--- src/rtl/pipeline_ctrl_unit_pkg.sv ---
// Shared types and constants for the pipeline control slice.
//   reg_t        : architectural register index, also used by the hazard unit
//   ctrl_state_t : fetch-drain state of the pipeline control unit
//   CNT_W_DEFAULT: default width of the optional performance counters
package pipeline_ctrl_unit_pkg;

    typedef logic [4:0] reg_t;

    typedef enum logic [0:0] {
        RUN   = 1'b0,
        DRAIN = 1'b1
    } ctrl_state_t;

    localparam int unsigned CNT_W_DEFAULT = 32;

endpackage

--- src/rtl/pipeline_ctrl_unit_if.sv ---
// Handshake/control bundle between the pipeline control unit and its neighbours
// (hazard unit, fetch interface, data memory, pipeline registers).
//   slave  modport: used by pipeline_ctrl_unit (consumes requests, drives controls)
//   master modport: used by the surrounding pipeline / testbench
// Optional macro PIPE_PERF_CNT_EN adds o_stall_cnt / o_flush_cnt.
interface pipeline_ctrl_unit_if
    import pipeline_ctrl_unit_pkg::*;
#(
    parameter int unsigned CNT_W = CNT_W_DEFAULT
) ();

    logic i_hz_stall;
    logic i_EX_redirect;
    logic i_dmem_busy;
    logic i_imem_valid;

    logic o_if_ack;
    logic o_pc_en;
    logic o_IFID_en;
    logic o_IFID_flush;
    logic o_IDEX_en;
    logic o_IDEX_bubble;
    logic o_EXMEM_en;
    logic o_MEMWB_bubble;

`ifdef PIPE_PERF_CNT_EN
    logic [CNT_W-1:0] o_stall_cnt;
    logic [CNT_W-1:0] o_flush_cnt;
`endif

    modport slave (
        input  i_hz_stall,
        input  i_EX_redirect,
        input  i_dmem_busy,
        input  i_imem_valid,
        output o_if_ack,
        output o_pc_en,
        output o_IFID_en,
        output o_IFID_flush,
        output o_IDEX_en,
        output o_IDEX_bubble,
        output o_EXMEM_en,
        output o_MEMWB_bubble
`ifdef PIPE_PERF_CNT_EN
        ,
        output o_stall_cnt,
        output o_flush_cnt
`endif
    );

    modport master (
        output i_hz_stall,
        output i_EX_redirect,
        output i_dmem_busy,
        output i_imem_valid,
        input  o_if_ack,
        input  o_pc_en,
        input  o_IFID_en,
        input  o_IFID_flush,
        input  o_IDEX_en,
        input  o_IDEX_bubble,
        input  o_EXMEM_en,
        input  o_MEMWB_bubble
`ifdef PIPE_PERF_CNT_EN
        ,
        input  o_stall_cnt,
        input  o_flush_cnt
`endif
    );

endinterface

--- src/rtl/pipeline_ctrl_unit_perf_counter.sv ---
// perf_counter: free-running wrap-around event counter.
//   clk_i   : clock
//   rst_ni  : asynchronous active-low reset, clears the count
//   inc_i   : add one this cycle
//   count_o : current count, wraps modulo 2^Width
module perf_counter #(
    parameter int unsigned Width = 32
) (
    input  logic             clk_i,
    input  logic             rst_ni,
    input  logic             inc_i,
    output logic [Width-1:0] count_o
);

    logic [Width-1:0] count_q;
    logic [Width-1:0] count_d;

    always_comb begin
        count_d = count_q;
        if (inc_i) begin
            count_d = count_q + Width'(1);
        end
    end

    always_ff @(posedge clk_i or negedge rst_ni) begin
        if (!rst_ni) begin
            count_q <= '0;
        end else begin
            count_q <= count_d;
        end
    end

    assign count_o = count_q;

endmodule

--- src/rtl/pipeline_ctrl_unit.sv ---
// pipeline_ctrl_unit: per-stage enable/flush/bubble control for the 5-stage RV32I pipeline.
// Combines the hazard unit's load-use stall, the EX redirect, data-memory busy and the
// fetch response handshake. A one-bit state (RUN/DRAIN) discards the wrong-path fetch
// response that is still in flight after a redirect.
// Ports:
//   i_clk  : core clock
//   i_rstn : asynchronous active-low reset
//   bus    : pipeline_ctrl_unit_if.slave (stall/redirect/busy/valid in; controls out)
// Optional macro PIPE_PERF_CNT_EN adds stall and redirect counters (CNT_W bits).
module pipeline_ctrl_unit
    import pipeline_ctrl_unit_pkg::*;
#(
    parameter int unsigned CNT_W = CNT_W_DEFAULT
) (
    input  logic                 i_clk,
    input  logic                 i_rstn,
    pipeline_ctrl_unit_if.slave  bus
);

    ctrl_state_t st_q;
    ctrl_state_t st_d;

    logic if_ack;
    logic pc_en;
    logic ifid_en;
    logic ifid_flush;
    logic idex_en;
    logic idex_bubble;
    logic exmem_en;
    logic memwb_bubble;

    always_ff @(posedge i_clk or negedge i_rstn) begin
        if (!i_rstn) begin
            st_q <= RUN;
        end else begin
            st_q <= st_d;
        end
    end

    always_comb begin
        st_d         = st_q;
        if_ack       = 1'b0;
        pc_en        = 1'b0;
        ifid_en      = 1'b0;
        ifid_flush   = 1'b0;
        idex_en      = 1'b0;
        idex_bubble  = 1'b0;
        exmem_en     = 1'b0;
        memwb_bubble = 1'b0;

        if (!i_rstn) begin
            // Outputs follow reset combinationally so the pipe fills with bubbles.
            ifid_flush   = 1'b1;
            idex_bubble  = 1'b1;
            memwb_bubble = 1'b1;
        end else if (bus.i_dmem_busy) begin
            // Whole pipe frozen; only MEM/WB drains a bubble. Redirect and stall
            // stay asserted upstream because EX and ID are held.
            memwb_bubble = 1'b1;
        end else if (bus.i_EX_redirect) begin
            // Any response present now is wrong-path: ack and drop it. Without one,
            // the wrong-path response is still coming and must be drained.
            pc_en       = 1'b1;
            ifid_en     = 1'b1;
            ifid_flush  = 1'b1;
            idex_en     = 1'b1;
            idex_bubble = 1'b1;
            exmem_en    = 1'b1;
            if_ack      = bus.i_imem_valid;
            st_d        = bus.i_imem_valid ? RUN : DRAIN;
        end else if (st_q == DRAIN) begin
            // Waiting for the stale response; PC already points at the target.
            if_ack   = bus.i_imem_valid;
            exmem_en = 1'b1;
            idex_en  = 1'b1;
            if (bus.i_hz_stall) begin
                idex_bubble = 1'b1;
            end else begin
                ifid_en    = 1'b1;
                ifid_flush = 1'b1;
            end
            if (bus.i_imem_valid) begin
                st_d = RUN;
            end
        end else if (bus.i_hz_stall) begin
            idex_en     = 1'b1;
            idex_bubble = 1'b1;
            exmem_en    = 1'b1;
        end else if (!bus.i_imem_valid) begin
            // Fetch not back yet: keep PC, feed a NOP into decode.
            ifid_en    = 1'b1;
            ifid_flush = 1'b1;
            idex_en    = 1'b1;
            exmem_en   = 1'b1;
        end else begin
            pc_en    = 1'b1;
            if_ack   = 1'b1;
            ifid_en  = 1'b1;
            idex_en  = 1'b1;
            exmem_en = 1'b1;
        end
    end

    assign bus.o_if_ack       = if_ack;
    assign bus.o_pc_en        = pc_en;
    assign bus.o_IFID_en      = ifid_en;
    assign bus.o_IFID_flush   = ifid_flush;
    assign bus.o_IDEX_en      = idex_en;
    assign bus.o_IDEX_bubble  = idex_bubble;
    assign bus.o_EXMEM_en     = exmem_en;
    assign bus.o_MEMWB_bubble = memwb_bubble;

`ifdef PIPE_PERF_CNT_EN
    logic stall_inc;
    logic flush_inc;

    // Stall cycles: freeze, or a load-use stall that is not overridden by a redirect
    // (covers the stall both in RUN and in DRAIN).
    always_comb begin
        stall_inc = bus.i_dmem_busy || (!bus.i_EX_redirect && bus.i_hz_stall);
        flush_inc = !bus.i_dmem_busy && bus.i_EX_redirect;
    end

    perf_counter #(
        .Width (CNT_W)
    ) u_stall_cnt (
        .clk_i   (i_clk),
        .rst_ni  (i_rstn),
        .inc_i   (stall_inc),
        .count_o (bus.o_stall_cnt)
    );

    perf_counter #(
        .Width (CNT_W)
    ) u_flush_cnt (
        .clk_i   (i_clk),
        .rst_ni  (i_rstn),
        .inc_i   (flush_inc),
        .count_o (bus.o_flush_cnt)
    );
`endif

endmodule

--- src/flat_wrapper.sv ---
// flat-port wrapper written by rule: the top's interface ports become plain ports
module pipeline_ctrl_unit_flat import pipeline_ctrl_unit_pkg::*;
#(
    parameter int unsigned CNT_W = CNT_W_DEFAULT
)
  (i_clk, i_rstn, bus_i_hz_stall, bus_i_EX_redirect, bus_i_dmem_busy, bus_i_imem_valid, bus_o_if_ack, bus_o_pc_en, bus_o_IFID_en, bus_o_IFID_flush, bus_o_IDEX_en, bus_o_IDEX_bubble, bus_o_EXMEM_en, bus_o_MEMWB_bubble);
  pipeline_ctrl_unit_if #(.CNT_W(CNT_W)) bus_i ();
  input  logic i_clk;
  input  logic i_rstn;
  input wire logic [$bits(bus_i.i_hz_stall)-1:0] bus_i_hz_stall;
  input wire logic [$bits(bus_i.i_EX_redirect)-1:0] bus_i_EX_redirect;
  input wire logic [$bits(bus_i.i_dmem_busy)-1:0] bus_i_dmem_busy;
  input wire logic [$bits(bus_i.i_imem_valid)-1:0] bus_i_imem_valid;
  output wire logic [$bits(bus_i.o_if_ack)-1:0] bus_o_if_ack;
  output wire logic [$bits(bus_i.o_pc_en)-1:0] bus_o_pc_en;
  output wire logic [$bits(bus_i.o_IFID_en)-1:0] bus_o_IFID_en;
  output wire logic [$bits(bus_i.o_IFID_flush)-1:0] bus_o_IFID_flush;
  output wire logic [$bits(bus_i.o_IDEX_en)-1:0] bus_o_IDEX_en;
  output wire logic [$bits(bus_i.o_IDEX_bubble)-1:0] bus_o_IDEX_bubble;
  output wire logic [$bits(bus_i.o_EXMEM_en)-1:0] bus_o_EXMEM_en;
  output wire logic [$bits(bus_i.o_MEMWB_bubble)-1:0] bus_o_MEMWB_bubble;
  assign bus_i.i_hz_stall = bus_i_hz_stall;
  assign bus_i.i_EX_redirect = bus_i_EX_redirect;
  assign bus_i.i_dmem_busy = bus_i_dmem_busy;
  assign bus_i.i_imem_valid = bus_i_imem_valid;
  assign bus_o_if_ack = bus_i.o_if_ack;
  assign bus_o_pc_en = bus_i.o_pc_en;
  assign bus_o_IFID_en = bus_i.o_IFID_en;
  assign bus_o_IFID_flush = bus_i.o_IFID_flush;
  assign bus_o_IDEX_en = bus_i.o_IDEX_en;
  assign bus_o_IDEX_bubble = bus_i.o_IDEX_bubble;
  assign bus_o_EXMEM_en = bus_i.o_EXMEM_en;
  assign bus_o_MEMWB_bubble = bus_i.o_MEMWB_bubble;
  pipeline_ctrl_unit #(.CNT_W(CNT_W)) u_core (.i_clk(i_clk), .i_rstn(i_rstn), .bus(bus_i));
endmodule
--- config.mk ---
export PLATFORM = sky130hd
export DESIGN_NAME = pipeline_ctrl_unit_flat
export DESIGN_NICKNAME = d
export VERILOG_FILES = /design/src/rtl/pipeline_ctrl_unit_pkg.sv /design/src/rtl/pipeline_ctrl_unit_if.sv /design/src/rtl/pipeline_ctrl_unit_perf_counter.sv /design/src/rtl/pipeline_ctrl_unit.sv /design/src/flat_wrapper.sv
export SDC_FILE = /design/constraint.sdc
export NUM_CORES = 1
export LEC_CHECK = 0
export ABC_AREA = 1
export CORE_AREA = 5 5 42 44
export DETAILED_ROUTE_END_ITERATION = 12
export DIE_AREA = 0 0 47 49
export PLACE_DENSITY = 0.46
export SLEW_MARGIN = 20
export SYNTH_ARGS = -nofsm -noshare
export SYNTH_HDL_FRONTEND = slang
export SYNTH_HIERARCHICAL = 1
export SYNTH_SLANG_ARGS = --single-unit
--- constraint.sdc ---
create_clock -name i_clk -period 1 [get_ports i_clk]
set_input_delay 0.15 -clock i_clk [delete_from_list [all_inputs] [get_ports i_clk]]
set_output_delay 0.15 -clock i_clk [all_outputs]
set_load 0.02 [all_outputs]
-- After elaboration in Yosys (flattened, before gate mapping)
Cells that the tools add are included.
- bits in registers: 1
- input port bits: 6
- bitwise logic cells: 1
- mux-type cells: 30
- reduce and logical (&&, ||, !) cells: 1
- operators with widths (kind ; number):
    2-to-1 mux 1 bit ; 30
    AND reduction 2 bit ; 1
    inverter 1 bit ; 1

-- Depth between registers and ports, before layout
- depth in word-level cells: 6
- depth in mapped cells: 5
- gate-level depth less buffers: 5

-- Least setup slack after synthesis
OpenSTA, ideal clock, no wires.
- path kind: input to output
- start: in i_rstn
- end: out bus_o_if_ack
- slack: 0.116 ns
- path buffers: 0
- stages on the path: 4
- arrival: 0.734 ns
- required time: 0.850 ns
- cells stage by stage: inv_2 -> nor2_4 -> nand2_2 -> nor2_1
- longest elaborated chain between the ends: 1
- ends and longest elaborated chain (element ; line ; RTL):
    from (decl) ; flat_wrapper.sv:9 ; input logic i_rstn;
    2-to-1 mux 1 bit ; pipeline_ctrl_unit.sv:51 ; if (!i_rstn) begin
    to (decl) ; flat_wrapper.sv:14 ; output wire logic [$bits(bus_i.o_if_ack)-1:0] bus_o_if_ack;
No other way between the ends.

-- Worst setup path after layout
- start: in bus_i_hz_stall
- end: out bus_o_pc_en
- longest elaborated chain between the ends: 5
- ends and longest elaborated chain (element ; line ; RTL):
    from (decl) ; flat_wrapper.sv:10 ; input wire logic [$bits(bus_i.i_hz_stall)-1:0] bus_i_hz_stall;
    2-to-1 mux 1 bit ; pipeline_ctrl_unit.sv:85 ; end else if (bus.i_hz_stall) begin
    2-to-1 mux 1 bit ; pipeline_ctrl_unit.sv:71 ; end else if (st_q == DRAIN) begin
    2-to-1 mux 1 bit ; pipeline_ctrl_unit.sv:60 ; end else if (bus.i_EX_redirect) begin
    2-to-1 mux 1 bit ; pipeline_ctrl_unit.sv:56 ; end else if (bus.i_dmem_busy) begin
    2-to-1 mux 1 bit ; pipeline_ctrl_unit.sv:51 ;
    to (decl) ; flat_wrapper.sv:15 ; output wire logic [$bits(bus_i.o_pc_en)-1:0] bus_o_pc_en;
No other way between the ends.

==> results_dict.tcl <==
set metrics [dict create \
    status "finished, final reports clean" \
    wire_per_inst_um 7.74 \
    syn2layout_area_growth_pct 101 \
    final_common_cell "nand2_1" \
    core_area_mm2 0.00140 \
    synth_area_um2 144 \
    grt_usage 0.0415 \
    finalCriticalPeriod_ns 0.938 \
    endpoint_kind "output pin" \
    rsz0062_at_grt "no" \
    slew_viol_final 0 \
    synth-xor-area-share 0 \
    worstHoldPathType "in -> async" \
    max_freq_mhz 1070 \
    seqPwrFrac 0.287 \
    path_common_cell "nand2_2" \
    syn-num-nets 32 \
    intPower_mw 0.105 \
    insertion_delay_ns 0 \
    max-slew-margin-rel 0.894 \
    synth-simple-area-share 0.487 \
    hold_viol_final 0 \
    initial_core_util 0.103 \
    rows 14 \
    gp_congestion 0.662 \
    criticalPathCategory "in -> out" \
    worstPathBufferInverterCount 2 \
    clkTransAtPathRegs_ns 0 \
    clockPowerShare 0 \
    final_cell_mix "nand2_1, buf_2, buf_6, inv_1" \
    nNetsFinal 49 \
    synth-seq-area-share 0.174 \
    ant_nets 0 \
    regToRegEndpoint "u_core/st_q$_DFFE_PN0P_" \
    largest_register_ffs 1 \
    synth_top_family_by_area "simple AND/OR/NAND/NOR gates" \
    p_switching_mw 0.0803 \
    period_share 0.938 \
    rr_startpoint "u_core/st_q$_DFFE_PN0P_" \
    drc_errors 0 \
    pwr-share-comb 0.713 \
    drv_cap 0 \
    slowest_delay_ns 0.22 \
    cpMaxStageDelayCell "clkdlybuf4s15_1" \
    drtIter0Drc 0 \
    gr-total-overflow 0 \
    dieHeight_um 49 \
    final_cells 57 \
    muxShareOfSynthArea 0 \
    grt_pass1_wl_um 772 \
    synth_seq_cells 1 \
    worstSetupStartpointType "input pin" \
    synth_cells 26 \
    sw_frac_of_total 0.434 \
    reg_top3 "u_core/st_q (1)" \
    viasPerCell 3.51 \
    p_leak_nw 0.163 \
    cellPowerDensity_mw_per_mm2 640 \
    crit_family "buffers and inverters" \
    place_inst 57 \
    io_pins 14 \
    cp_cell_sequence "clkdlybuf4s15_1, nand2_2, nand2_2, nor2_2, buf_6" \
    num_vias 200 \
    avgSynthCellArea_um2 5.53 \
    grt_pass1_vias 193 \
    clock_skew_ns 0 \
    dpl_worst_slack_ns -0.733 \
    reg2reg_depth 4 \
    synth_fa_ha_area_frac 0 \
    crit_path_max_fanout 3 \
    die_w_um 47 \
    dr.pass1.iters 1 \
    num_antenna_cells 0 \
    tightest_slew_ns 0.159 \
    io_buffer_count 13 \
    wirelength_um 441 \
    fin_ws_ns 0.0620 \
    arrival_ns 0.79 \
    cp_data_required_time_ns 0.85 \
    yosysWarnings 6 \
    final_layout_size_suffix_gt1_frac 0.610 \
    vdd_drop_max_v 0.000229 \
    setup_violations 0 \
    rrSetupSlack_ns 0.30 \
    dieArea_mm2 0.00230 \
    ys_types 12 \
    hpwlAfterDp_um 405 \
    antenna_found_initial 0 \
    top_register "u_core/st_q" \
    synth_compound_area_frac 0.104 \
    grt_max_degree 5 \
]
-- Yosys cell counts --
master | number | area (um2)
nand3_1 | 2 | 10.0
inv_1 | 6 | 22.5
inv_2 | 1 | 3.75
dfrtp_1 | 1 | 25.0
buf_4 | 1 | 7.51
nor2_4 | 1 | 11.3
a21oi_1 | 2 | 10.0
nor2_1 | 2 | 7.51
nor2_2 | 1 | 6.26
o21ai_0 | 1 | 5.00
nand2_2 | 2 | 12.5
nand2_1 | 6 | 22.5
-- area by class of cell --
class | instances | area, um2
Tap cell | 16 | 20.0
Inverter | 7 | 26.3
Multi-Input combinational cell | 17 | 96.3
Timing Repair Buffer | 16 | 121
Sequential cell | 1 | 25.0
Fill cell | 175 | 1110
-- kinds of logic (layout without fill, tap and decap cells) --
logic type      Yosys count  after routing
simple gates             14             14
buf+inv                   8             23
flops                     1              1
compound gates            3              3
-- power groups by stage --
stage,clock network (mW),logic (mW),registers [mW]
after global routing,0,0.147,0.0543
after global placement,0,0.141,0.0503
after floorplan,0,0.0666,0.0500
after CTS,0,0.133,0.0508
final,0,0.132,0.0532
after detailed placement,0,0.141,0.0508
-- layer usage --
layer,vias to the layer above,share of wire,global-route usage
met5,-,0,0
met4,0,0,0
met3,0,0.14,0.00738
met2,7,0.52,0.0792
met1,87,0.34,0.0480
li1,106,-,-
-- worst register-to-register path, stage by stage, from the launching register on --
cell	delay (ns)
dfrtp_1	0.38
inv_2	0.07
nand2_1	0.05
nand2_1	0.05
inv_1	0.04
-- how the worst max path moves through the flow --
| stage | start | endpoint | slack, ns | cells past startpoint |
|---|---|---|---|---|
| after detailed placement | bus_i_dmem_busy | bus_o_pc_en | -0.73 | 5 |
| after global placement | bus_i_dmem_busy | bus_o_pc_en | -0.73 | 5 |
| final | bus_i_hz_stall | bus_o_pc_en | 0.06 | 5 |
| after global routing | bus_i_hz_stall | bus_o_pc_en | 0.008 | 5 |
| after CTS | i_rstn | bus_o_pc_en | 0.004 | 6 |
| after floorplan | i_rstn | bus_o_if_ack | 0.12 | 4 |
-- stage by stage --
stage               area (um2)  power, mW  hold WS [ns]  setup TNS, ns   util
CTS                        294      0.184         0.180              0  0.210
global route               289      0.202        0.0748              0  0.206
global placement           309      0.191         0.467          -5.61  0.221
detailed placement         309      0.192         0.471          -5.59  0.221
finish                     289      0.185        0.0598              0  0.206
floorplan                  144      0.117        -0.146              0      -
-- what timing repair did --
item                       4_1_cts  5_1_grt
cloned                           0        0
pin swaps                        2        2
setup endpoints to repair        9        8
gates resized for setup         51        8
setup buffers                    0        0
hold buffers                     0        0
(Power assumes the default switching activity.)
